File: config.mk
export PLATFORM = sky130hd
export DESIGN_NAME = harris_nms_flat
export DESIGN_NICKNAME = d
export VERILOG_FILES = /design/src/rtl/harris_pkg.sv /design/src/rtl/harris_nms_if.sv /design/src/rtl/harris_nms_linebuf.sv /design/src/rtl/harris_nms.sv /design/src/flat_wrapper.sv
export SDC_FILE = /design/constraint.sdc
export NUM_CORES = 2
export LEC_CHECK = 0
export ABC_AREA = 1
export BUFFER_PORTS_ARGS = -buffer_cell sky130_fd_sc_hd__buf_2
export CAP_MARGIN = 20
export CORE_MARGIN = 2
export CORE_UTILIZATION = 55
export CTS_BUF_LIST = sky130_fd_sc_hd__clkbuf_8
export CTS_CLUSTER_DIAMETER = 50
export DETAILED_ROUTE_END_ITERATION = 16
export GPL_ROUTABILITY_DRIVEN = 0
export PLACE_DENSITY = 0.68
export SKIP_CTS_REPAIR_TIMING = 1
export SLEW_MARGIN = 20
export SYNTH_ARGS = -nofsm -noshare
export SYNTH_HDL_FRONTEND = slang
export SYNTH_SLANG_ARGS = --single-unit
File: constraint.sdc
create_clock -name clk -period 3.2 [get_ports clk]
set_input_delay 0.32 -clock clk [delete_from_list [all_inputs] [get_ports clk]]
set_output_delay 0.32 -clock clk [all_outputs]
set_load 0.005 [all_outputs]
File: src/rtl/harris_pkg.sv
// Shared types and helpers for the Harris corner pipeline.
// Score type, default image geometry and corner coordinate packing.
package harris_pkg;
  localparam int HARRIS_IMG_W  = 32;
  localparam int HARRIS_IMG_H  = 32;
  localparam int HARRIS_DATA_W = 32;

  typedef logic signed [HARRIS_DATA_W-1:0] score_t;

  typedef enum logic [1:0] {
    S_IDLE,
    S_SCAN,
    S_DRAIN,
    S_DONE
  } nms_state_e;

  function automatic logic [31:0] pack_coord(
    input logic [15:0] row,
    input logic [15:0] col
  );
    return {row, col};
  endfunction
endpackage

File: src/rtl/harris_nms_if.sv
// Memory-side bundle of the NMS stage: score read port and
// corner-list write port.
interface harris_nms_if #(
  parameter int ADDR_W  = 10,
  parameter int CADDR_W = 8,
  parameter int DATA_W  = 32
);
  logic [ADDR_W-1:0]  harris_p0_addr_data;
  logic               harris_p0_addr_en;
  logic               harris_p0_rd_en;
  logic [DATA_W-1:0]  harris_p0_rd_data;
  logic [CADDR_W-1:0] corners_p0_addr_data;
  logic               corners_p0_addr_en;
  logic               corners_p0_wr_en;
  logic [31:0]        corners_p0_wr_data;

  modport master (
    output harris_p0_addr_data,
    output harris_p0_addr_en,
    output harris_p0_rd_en,
    input  harris_p0_rd_data,
    output corners_p0_addr_data,
    output corners_p0_addr_en,
    output corners_p0_wr_en,
    output corners_p0_wr_data
  );

  modport slave (
    input  harris_p0_addr_data,
    input  harris_p0_addr_en,
    input  harris_p0_rd_en,
    output harris_p0_rd_data,
    input  corners_p0_addr_data,
    input  corners_p0_addr_en,
    input  corners_p0_wr_en,
    input  corners_p0_wr_data
  );
endinterface

File: src/rtl/harris_nms_linebuf.sv
// Two-row shift buffer: taps give the same column one and two
// rows above the pixel being pushed.
module harris_nms_linebuf #(
  parameter int DEPTH  = 32,
  parameter int DATA_W = 32
) (
  input  logic              clk,
  input  logic              rst,
  input  logic              push,
  input  logic [DATA_W-1:0] din,
  output logic [DATA_W-1:0] tap1,
  output logic [DATA_W-1:0] tap2
);
  logic [DATA_W-1:0] r1 [DEPTH];
  logic [DATA_W-1:0] r2 [DEPTH];

  assign tap1 = r1[DEPTH-1];
  assign tap2 = r2[DEPTH-1];

  always_ff @(posedge clk or negedge rst) begin
    if (!rst) begin
      for (int i = 0; i < DEPTH; i++) begin
        r1[i] <= '0;
        r2[i] <= '0;
      end
    end else if (push) begin
      r1[0] <= din;
      r2[0] <= r1[DEPTH-1];
      for (int i = 1; i < DEPTH; i++) begin
        r1[i] <= r1[i-1];
        r2[i] <= r2[i-1];
      end
    end
  end
endmodule

File: src/rtl/harris_nms.sv
// Harris 3x3 non-maximum suppression: raster-scans the score memory,
// thresholds, and writes surviving corner coordinates to a list.
module harris_nms
  import harris_pkg::*;
#(
  parameter int IMG_W       = HARRIS_IMG_W,
  parameter int IMG_H       = HARRIS_IMG_H,
  parameter int DATA_W      = HARRIS_DATA_W,
  parameter int MAX_CORNERS = 256,
  localparam int N          = IMG_W * IMG_H,
  localparam int ADDR_W     = $clog2(N),
  localparam int CADDR_W    = $clog2(MAX_CORNERS)
) (
  input  logic                     clk,
  input  logic                     rst,
  input  logic                     t,
  input  logic signed [DATA_W-1:0] threshold,
  harris_nms_if.master             mem,
  output logic                     busy,
  output logic                     done,
  output logic [CADDR_W:0]         num_corners,
  output logic                     overflow
);
  typedef logic signed [DATA_W-1:0] pix_t;

  localparam int NCW = CADDR_W + 1;
  localparam logic [NCW-1:0]    MAXC      = NCW'(MAX_CORNERS);
  localparam logic [15:0]       LAST_COL  = 16'(IMG_W - 1);
  localparam logic [ADDR_W-1:0] LAST_ADDR = ADDR_W'(N - 1);

  nms_state_e state, state_nx;

  logic [ADDR_W-1:0]  rd_addr;
  logic               drain_cnt;
  logic               dvld;
  pix_t               thr_q;
  logic [15:0]        row, col;
  logic [DATA_W-1:0]  tap1_u, tap2_u;
  pix_t               din, tap1, tap2;
  pix_t               w1 [3];
  pix_t               w2 [3];
  logic               accept, in_core, is_corner;
  logic               wr_q;
  logic [CADDR_W-1:0] waddr_q;
  logic [31:0]        wdata_q;

  assign accept = (state == S_IDLE) && t;
  assign din    = $signed(mem.harris_p0_rd_data);
  assign tap1   = $signed(tap1_u);
  assign tap2   = $signed(tap2_u);

  assign busy = (state == S_SCAN) || (state == S_DRAIN);
  assign done = (state == S_DONE);

  assign mem.harris_p0_rd_en        = (state == S_SCAN);
  assign mem.harris_p0_addr_en      = (state == S_SCAN);
  assign mem.harris_p0_addr_data    = rd_addr;
  assign mem.corners_p0_wr_en       = wr_q;
  assign mem.corners_p0_addr_en     = wr_q;
  assign mem.corners_p0_addr_data   = waddr_q;
  assign mem.corners_p0_wr_data     = wdata_q;

  always_comb begin
    state_nx = state;
    unique case (state)
      S_IDLE:  if (t) state_nx = S_SCAN;
      S_SCAN:  if (rd_addr == LAST_ADDR) state_nx = S_DRAIN;
      S_DRAIN: if (drain_cnt) state_nx = S_DONE;
      S_DONE:  state_nx = S_IDLE;
      default: state_nx = S_IDLE;
    endcase
  end

  always_ff @(posedge clk or negedge rst) begin
    if (!rst) begin
      state     <= S_IDLE;
      rd_addr   <= '0;
      drain_cnt <= 1'b0;
      dvld      <= 1'b0;
      thr_q     <= '0;
    end else begin
      state     <= state_nx;
      dvld      <= (state == S_SCAN);
      drain_cnt <= (state == S_DRAIN) ? ~drain_cnt : 1'b0;
      if (accept) begin
        thr_q   <= threshold;
        rd_addr <= '0;
      end else if (state == S_SCAN) begin
        rd_addr <= rd_addr + 1'b1;
      end
    end
  end

  // row/col track the pixel arriving this cycle
  always_ff @(posedge clk or negedge rst) begin
    if (!rst) begin
      row <= '0;
      col <= '0;
    end else if (accept) begin
      row <= '0;
      col <= '0;
    end else if (dvld) begin
      if (col == LAST_COL) begin
        col <= '0;
        row <= row + 16'd1;
      end else begin
        col <= col + 16'd1;
      end
    end
  end

  harris_nms_linebuf #(
    .DEPTH  (IMG_W),
    .DATA_W (DATA_W)
  ) u_linebuf (
    .clk  (clk),
    .rst  (rst),
    .push (dvld),
    .din  (mem.harris_p0_rd_data),
    .tap1 (tap1_u),
    .tap2 (tap2_u)
  );

  // w1 = centre column, w2 = left column; index 0 top, 2 bottom
  always_ff @(posedge clk or negedge rst) begin
    if (!rst) begin
      for (int i = 0; i < 3; i++) begin
        w1[i] <= '0;
        w2[i] <= '0;
      end
    end else if (dvld) begin
      for (int i = 0; i < 3; i++) w2[i] <= w1[i];
      w1[0] <= tap2;
      w1[1] <= tap1;
      w1[2] <= din;
    end
  end

  assign in_core = dvld && (row >= 16'd2) && (col >= 16'd2);

  always_comb begin
    is_corner = in_core
      && (w1[1] >  thr_q)
      && (w1[1] >  w2[0])
      && (w1[1] >  w1[0])
      && (w1[1] >  tap2)
      && (w1[1] >  w2[1])
      && (w1[1] >= tap1)
      && (w1[1] >= w2[2])
      && (w1[1] >= w1[2])
      && (w1[1] >= din);
  end

  always_ff @(posedge clk or negedge rst) begin
    if (!rst) begin
      wr_q        <= 1'b0;
      waddr_q     <= '0;
      wdata_q     <= '0;
      num_corners <= '0;
      overflow    <= 1'b0;
    end else begin
      wr_q <= 1'b0;
      if (accept) begin
        num_corners <= '0;
        overflow    <= 1'b0;
      end else if (is_corner) begin
        if (num_corners == MAXC) begin
          overflow <= 1'b1;
        end else begin
          wr_q        <= 1'b1;
          waddr_q     <= num_corners[CADDR_W-1:0];
          wdata_q     <= pack_coord(row - 16'd1, col - 16'd1);
          num_corners <= num_corners + 1'b1;
        end
      end
    end
  end
endmodule
File: src/flat_wrapper.sv
// flat-port wrapper written by rule: the top's interface ports become plain ports
module harris_nms_flat import harris_pkg::*;
#(
  parameter int IMG_W       = HARRIS_IMG_W,
  parameter int IMG_H       = HARRIS_IMG_H,
  parameter int DATA_W      = HARRIS_DATA_W,
  parameter int MAX_CORNERS = 256,
  localparam int N          = IMG_W * IMG_H,
  localparam int ADDR_W     = $clog2(N),
  localparam int CADDR_W    = $clog2(MAX_CORNERS)
)
  (clk, rst, t, threshold, busy, done, num_corners, overflow, mem_harris_p0_addr_data, mem_harris_p0_addr_en, mem_harris_p0_rd_en, mem_harris_p0_rd_data, mem_corners_p0_addr_data, mem_corners_p0_addr_en, mem_corners_p0_wr_en, mem_corners_p0_wr_data);
  harris_nms_if #(.DATA_W(DATA_W)) mem_i ();
  input  logic clk;
  input  logic rst;
  input  logic t;
  input  logic signed [DATA_W-1:0] threshold;
  output logic busy;
  output logic done;
  output logic [CADDR_W:0] num_corners;
  output logic overflow;
  output wire logic [$bits(mem_i.harris_p0_addr_data)-1:0] mem_harris_p0_addr_data;
  output wire logic [$bits(mem_i.harris_p0_addr_en)-1:0] mem_harris_p0_addr_en;
  output wire logic [$bits(mem_i.harris_p0_rd_en)-1:0] mem_harris_p0_rd_en;
  input wire logic [$bits(mem_i.harris_p0_rd_data)-1:0] mem_harris_p0_rd_data;
  output wire logic [$bits(mem_i.corners_p0_addr_data)-1:0] mem_corners_p0_addr_data;
  output wire logic [$bits(mem_i.corners_p0_addr_en)-1:0] mem_corners_p0_addr_en;
  output wire logic [$bits(mem_i.corners_p0_wr_en)-1:0] mem_corners_p0_wr_en;
  output wire logic [$bits(mem_i.corners_p0_wr_data)-1:0] mem_corners_p0_wr_data;
  assign mem_harris_p0_addr_data = mem_i.harris_p0_addr_data;
  assign mem_harris_p0_addr_en = mem_i.harris_p0_addr_en;
  assign mem_harris_p0_rd_en = mem_i.harris_p0_rd_en;
  assign mem_i.harris_p0_rd_data = mem_harris_p0_rd_data;
  assign mem_corners_p0_addr_data = mem_i.corners_p0_addr_data;
  assign mem_corners_p0_addr_en = mem_i.corners_p0_addr_en;
  assign mem_corners_p0_wr_en = mem_i.corners_p0_wr_en;
  assign mem_corners_p0_wr_data = mem_i.corners_p0_wr_data;
  harris_nms #(.IMG_W(IMG_W), .IMG_H(IMG_H), .DATA_W(DATA_W), .MAX_CORNERS(MAX_CORNERS)) u_core (.clk(clk), .rst(rst), .t(t), .threshold(threshold), .mem(mem_i), .busy(busy), .done(done), .num_corners(num_corners), .overflow(overflow));
endmodule
# [Word-level counts from Yosys, hierarchy flattened]
# Cells that the tools add are included.
[word_totals] regBits=2241 out_inout_bits=66
[op_classes] addsub=6 magnitude_cmp=11 n_eq_ne=10 n_mux=22 bitwise_logic=3 reduce_logical=24
[ops] cell="32-bit greater-than comparator" count=5
[ops] cell="32-bit greater-or-equal comparator" count=4
[ops] cell="16-bit 2-to-1 mux" count=6
[ops] cell="16-bit by 1-bit adder with 16-bit output (second input constant)" count=2
[ops] cell="16-bit by 2-bit greater-or-equal comparator with 1-bit output (second input constant)" count=2
[ops] cell="16-bit by 1-bit subtractor with 16-bit output (second input constant)" count=2
[ops] cell="9-bit 2-to-1 mux" count=3
[ops] cell="10-bit 2-to-1 mux" count=2
[ops] cell="16-bit by 5-bit equality test with 1-bit output (second input constant)" count=1
[ops] cell="1-bit logical AND" count=12
[ops] cell="10-bit by 1-bit adder with 10-bit output (second input constant)" count=1
[ops] cell="10-bit equality test (second input constant)" count=1
[ops] cell="2-bit nonzero test" count=5
[ops] cell="9-bit by 1-bit adder with 9-bit output (second input constant)" count=1
[ops] cell="9-bit equality test (second input constant)" count=1
[ops] cell="2-bit case mux with 4 select lines" count=1
[ops] cell="1-bit 2-to-1 mux" count=7
[ops] cell="2-bit 2-to-1 mux" count=3
[ops] cell="2-bit by 1-bit != test with 1-bit output (second input constant)" count=3
[ops] cell="2-bit AND reduction" count=3
[ops] cell="3-bit AND reduction" count=2
[ops] cell="2-bit equality test (second input constant)" count=2
[ops] cell="1-bit inverter" count=3
[ops] cell="2-bit by 1-bit equality test with 1-bit output (second input constant)" count=1
[ops] cell="3 further kinds" count=3

# [Depth between registers and ports, before layout]
[logic_depth] word_depth=14 mapped_depth=23 mapped_depth_nobuf=22

# [Hierarchy]
# From an unflattened synthesis, not the netlist that was laid out.
[hier_totals] cells_unflattened=11381 area_unflattened_um2=98510.7
[by_module_without_submodules] mod="harris_nms_linebuf" instances=1 cells_per_inst=8712 area_per_inst_um2=77777.1 seq_area_each_um2=51249.2
[by_module_without_submodules] mod="harris_nms" instances=1 cells_per_inst=2669 area_per_inst_um2=20733.6 seq_area_each_um2=8032.7

# [Worst setup path before layout]
# OpenSTA, ideal clock, no wires.
[synth_path] kind="reg2reg" start="register u_core.w1[63] (netlist name)" end="register u_core.wdata_q[18] (netlist: u_core.mem.corners_p0_wr_data[18])" t_arrival_ps=2253 slack_ps=825 stages_incl_launch_ff=19 n_path_buf=2 period_less_slack_ps=2375 path_cell_list="dfrtp_1 ha_1 nand2_1 nor2_2 nand2_1 inv_2 nand3_1 nor2_1 nand2_1 nand4_1 nand2_1 nor2_1 nand2_1 nor2_2 nand3_2 buf_6 buf_6 nand2_1 o21ai_1"
[synth_via] elab_chain_len=11
[synth_rtl] element="start: declaration" line="harris_nms.sv:40" source="pix_t w1 [3];"
[synth_rtl] element="32-bit greater-than comparator" line="harris_nms.sv:143" source="&& (w1[1] > thr_q)"
[synth_rtl] element="1-bit logical AND" line="harris_nms.sv:143"
[synth_rtl] element="1-bit logical AND" line="harris_nms.sv:144" source="&& (w1[1] > w2[0])"
[synth_rtl] element="1-bit logical AND" line="harris_nms.sv:145" source="&& (w1[1] > w1[0])"
[synth_rtl] element="1-bit logical AND" line="harris_nms.sv:146" source="&& (w1[1] > tap2)"
[synth_rtl] element="1-bit logical AND" line="harris_nms.sv:147" source="&& (w1[1] > w2[1])"
[synth_rtl] element="1-bit logical AND" line="harris_nms.sv:148" source="&& (w1[1] >= tap1)"
[synth_rtl] element="1-bit logical AND" line="harris_nms.sv:149" source="&& (w1[1] >= w2[2])"
[synth_rtl] element="1-bit logical AND" line="harris_nms.sv:150" source="&& (w1[1] >= w1[2])"
[synth_rtl] element="1-bit logical AND *" line="harris_nms.sv:151" source="&& (w1[1] >= din);"
[synth_rtl] element="3-bit AND reduction (no source line) *"
[synth_rtl] element="end signal: assignment" line="harris_nms.sv:172" source="wdata_q <= pack_coord(row - 16'd1, col - 16'd1);"
[synth_rtl] element="end: declaration" line="harris_nms.sv:45" source="logic [31:0] wdata_q;"
# Every way passes the cells marked *; elsewhere a longest branch is shown, timed or not.
# A chain may end at the register's enable or synchronous reset.

# [Worst setup path after layout]
[layout_path] start="register u_core.w1[41] (netlist name)" end="register u_core.wdata_q[4] (netlist: u_core.mem.corners_p0_wr_data[4])"
# Same word-level chain as after synthesis.

==> run_results.csv <==
group,metric,value,unit
run_status,status,"completed",
yosys,synth_cell_types,43,
clock_tree,worstSkewPairLatency,1.04,ns
global_routing,antenna_found_initial,3,
worst_setup_path,critPathMostFrequentCell,"nand2_1",
global_routing,gr-usage-all-layers,23.3,%
detailed_routing,drt_iter0_drc,6183,
clock_tree,cts_made_buffers,375,
floorplan,fp.dieH,412,um
clock_tree,cts_sinks,2241,
clock_tree,cts_root_buffer,"clkbuf_8",
hold_path,hold_path_class,"in2reg",
timing,period_share,95.2,%
global_routing,grt_max_degree,217,
clock_tree,cts_tree,"built",
timing,slew_headroom,34.9,%
worst_setup_path,max_stage_delay,0.50,ns
timing,fin_crit,3.05,ns
yosys,muxShareOfSynthArea,0,%
finish,areaGrowthSynthToFinish,13.0,%
yosys,synth_edf_count,0,
power,p_leak,0.0585,uW
detailed_routing,final_antenna_net_count,0,
detailed_routing,drtPass1Iterations,8,
worst_setup_path,cp_cell_sequence,"buf_4, ha_1, a21oi_1, o21ai_0, a21oi_1, nand2_1, nand2_1, nand3_1, nand3_1, nand2_1, nor2_4, nand3_2, buf_12, buf_4, nand2_1, o21ai_1",
finish,layout-drive-gt1-share,7.69,%
floorplan,io_pins,133,
worst_setup_path,setup.worst_path.end_class,"flip-flop",
worst_setup_path,cp_max_fo,31,
worst_setup_path,worstPathRequired,4.05,ns
yosys,yosysTopAreaCellShare,61.3,%
yosys,synthTopCellsByArea,"dfrtp_1, nand2_1, ha_1",
worst_setup_path,cp.arrival,3.90,ns
finish,multi_input_area,31800,um^2
global_routing,overflow,0,
floorplan,fp-row-count,149,
yosys,synth_area,91500,um^2
timing,hold_viol_final,0,
yosys,synth-xor-area-share,0.335,%
hold_path,min_path_cells,4,
yosys,synth.largest_area_cell,"dfrtp_1",
global_routing,grt_pass1_wl,330000,um
worst_setup_path,worstSetupStartpointType,"flip-flop",
timing,setup_viol_count_final,0,
timing,rsz0062_at_grt,"no",
timing,drv_slew,0,
yosys,synth_cells,10559,
finish,nFillCells,13947,
finish,fin_nets,11204,
detailed_routing,vias_per_cell,5.09,
timing,tightest_slew,0.976,ns
yosys,synthTopCellsByCount,"nand2_1, dfrtp_1, o21ai_0",
timing,final.setup.tns,0,ns
yosys,yosys_warnings,0,
yosys,synth_nets,10928,
yosys,ys.flop_type,"dfrtp_1",
clock_tree,clk_pin_slew,0.06,ns
yosys,synth_top_family_by_area,"simple AND/OR/NAND/NOR gates",
worst_setup_path,path_class,"reg2reg",
detailed_routing,post_drt_wl_per_cell,14.7,um
yosys,synth-seq-area-share,61.3,%
clock_tree,htree_num_levels,5,
detailed_routing,via_count,67620,
timing,holdWs,0.0566,ns
worst_setup_path,cpMaxStageDelayCell,"dfrtp_1",
worst_setup_path,ff2ff_path_depth,16,
yosys,synth_area_per_cell,8.66,um^2
floorplan,die_area,170000,um^2
detailed_routing,drc_errors,0,
yosys,synthAdderAreaFrac,4.13,%
power,p_per_area,726,nW/um^2
run,maxCapViolCount,0,
yosys,synthArstFlopShare,100,%
power,ir_worst_vdd,0.596,mV
floorplan,die_w,412,um
placement,dp_hpwl,122000,um
floorplan,initial_core_util,55.4,%
timing,fmax,0.328,GHz
detailed_routing,routed_wl,195000,um
placement,numPortBuffers,132,
finish,ff_latch_area,56100,um^2
yosys,synth_compound_area_share,3.92,%
yosys,yosysMostFrequentCell,"nand2_1",
yosys,synth-simple-area-share,26.4,%
floorplan,core_area,165000,um^2
yosys,ys_ff_latch,2241,
timing,fin_worst_skew,0.0652,ns
global_routing,grt_pass1_vias,66006,
clock_tree,cts_buffer_depth,4,
layout make-up:
type                       instances  area share [%]
antenna                            1         0.00242
clock buffer                     475            6.33
clock inverter                   162           0.779
inverter                         453            1.65
multi-input combinational       7370            30.8
sequential                      2241            54.3
tap                             2189            2.65
timing repair buffer             394            3.52
registers in the layout, summed over array words and instances (netlist names):
name,cells
u_core.u_linebuf.r1,928
u_core.u_linebuf.r2,928
u_core.w1,96
u_core.w2,96
u_core.mem.corners_p0_wr_data,32
u_core.thr_q,32
u_core.u_linebuf.tap1,32
u_core.u_linebuf.tap2,32
u_core.col,16
u_core.row,16
u_core.mem.harris_p0_addr_data,10
u_core.num_corners,9
u_core.mem.corners_p0_addr_data,8
u_core.state,2
u_core.drain_cnt,1
u_core.dvld,1
u_core.mem.corners_p0_addr_en,1
u_core.overflow,1
layout by cell type (no fill, tap or decap), types with 3 or more instances in the layout:
master,count
nand4_1,35
clkinv_2,26
nor2_2,6
clkinvlp_4,6
o21ai_0,465
xor2_1,33
a31oi_1,5
and3_1,3
a21o_1,9
nor2_1,150
inv_2,6
dfrtp_2,3
dfrtp_1,2237
nor4_1,6
dlygate4sd3_1,85
nand2_1,6043
o21ai_1,27
buf_12,62
a21oi_1,153
o31ai_1,4
ha_1,302
nand3b_1,4
nor3_1,25
clkbuf_8,475
nand3_1,57
bufinv_16,5
o22ai_1,3
buf_2,131
nand3_2,4
o21a_1,16
inv_1,568
buf_4,115
kinds of logic (layout without fill, tap and decap cells):
kind of cell,count (synthesis),in the layout
AND/OR/NAND/NOR,6341,6341
buffers and inverters,948,1484
AO/OA/AOI/OAI,692,692
other,0,1
flip-flops,2241,2241
XOR/XNOR,35,35
adder cells (fa/ha/maj),302,302
power breakdown:
group | switching [uW] | internal [uW]
registers | 1840 | 31800
logic | 12600 | 4110
clock network | 11100 | 13600
total | 25500 | 49600
metal layers:
metal | vias to the layer above | global-route usage, % | part of all wire, %
li1 | 32992 | - | -
met1 | 32857 | 33.8 | 47
met2 | 1306 | 35.1 | 45
met3 | 461 | 3.75 | 4.4
met4 | 4 | 9.69 | 3.8
met5 | - | 0 | 0.011
worst max-delay path: cells and delay by family (launching register included):
kind / cells / cell delay [ns]
compound gates: 4 / 0.60
buf+inv: 3 / 0.59
fa+ha+maj: 1 / 0.29
simple gates: 8 / 0.88
flops: 1 / 0.50
through the flow:
step / cell area (um^2) / setup slack [ns] / std cells / utilization (%) / total power (uW)
floorplan: 91500 / 0.825 / 10559 / - / 45400
global placement: 95100 / 0.157 / 12561 / 57.6 / 50400
detailed placement: 95100 / 0.109 / 12561 / 57.6 / 50700
CTS: 102000 / 0.0858 / 13198 / 62.1 / 75700
global route: 103000 / 0.00177 / 13285 / 62.6 / 79600
finish: 103000 / 0.153 / 13285 / 62.6 / 75000
path summary, 6_finish.rpt:
check | startpoint | end | slack, ns
worst max-delay path | u_core.w1[41]$_DFFE_PN0P_ | u_core.mem.corners_p0_wr_data[4]$_DFFE_PN0P_ | 0.15
worst min-delay path | mem_harris_p0_rd_data[5] | u_core.w1[5]$_DFFE_PN0P_ | 0.06
worst max register to register | u_core.w1[41]$_DFFE_PN0P_ | u_core.mem.corners_p0_wr_data[4]$_DFFE_PN0P_ | 0.15
worst min register to register | u_core.drain_cnt$_DFF_PN0_ | u_core.drain_cnt$_DFF_PN0_ | 0.41
max in group asynchronous | rst | u_core.u_linebuf.r2[534]$_DFFE_PN0P_ | 1.63
min in group asynchronous | rst | u_core.u_linebuf.r1[154]$_DFFE_PN0P_ | 0.46
No activity file was read; power rests on OpenSTA's default activity.
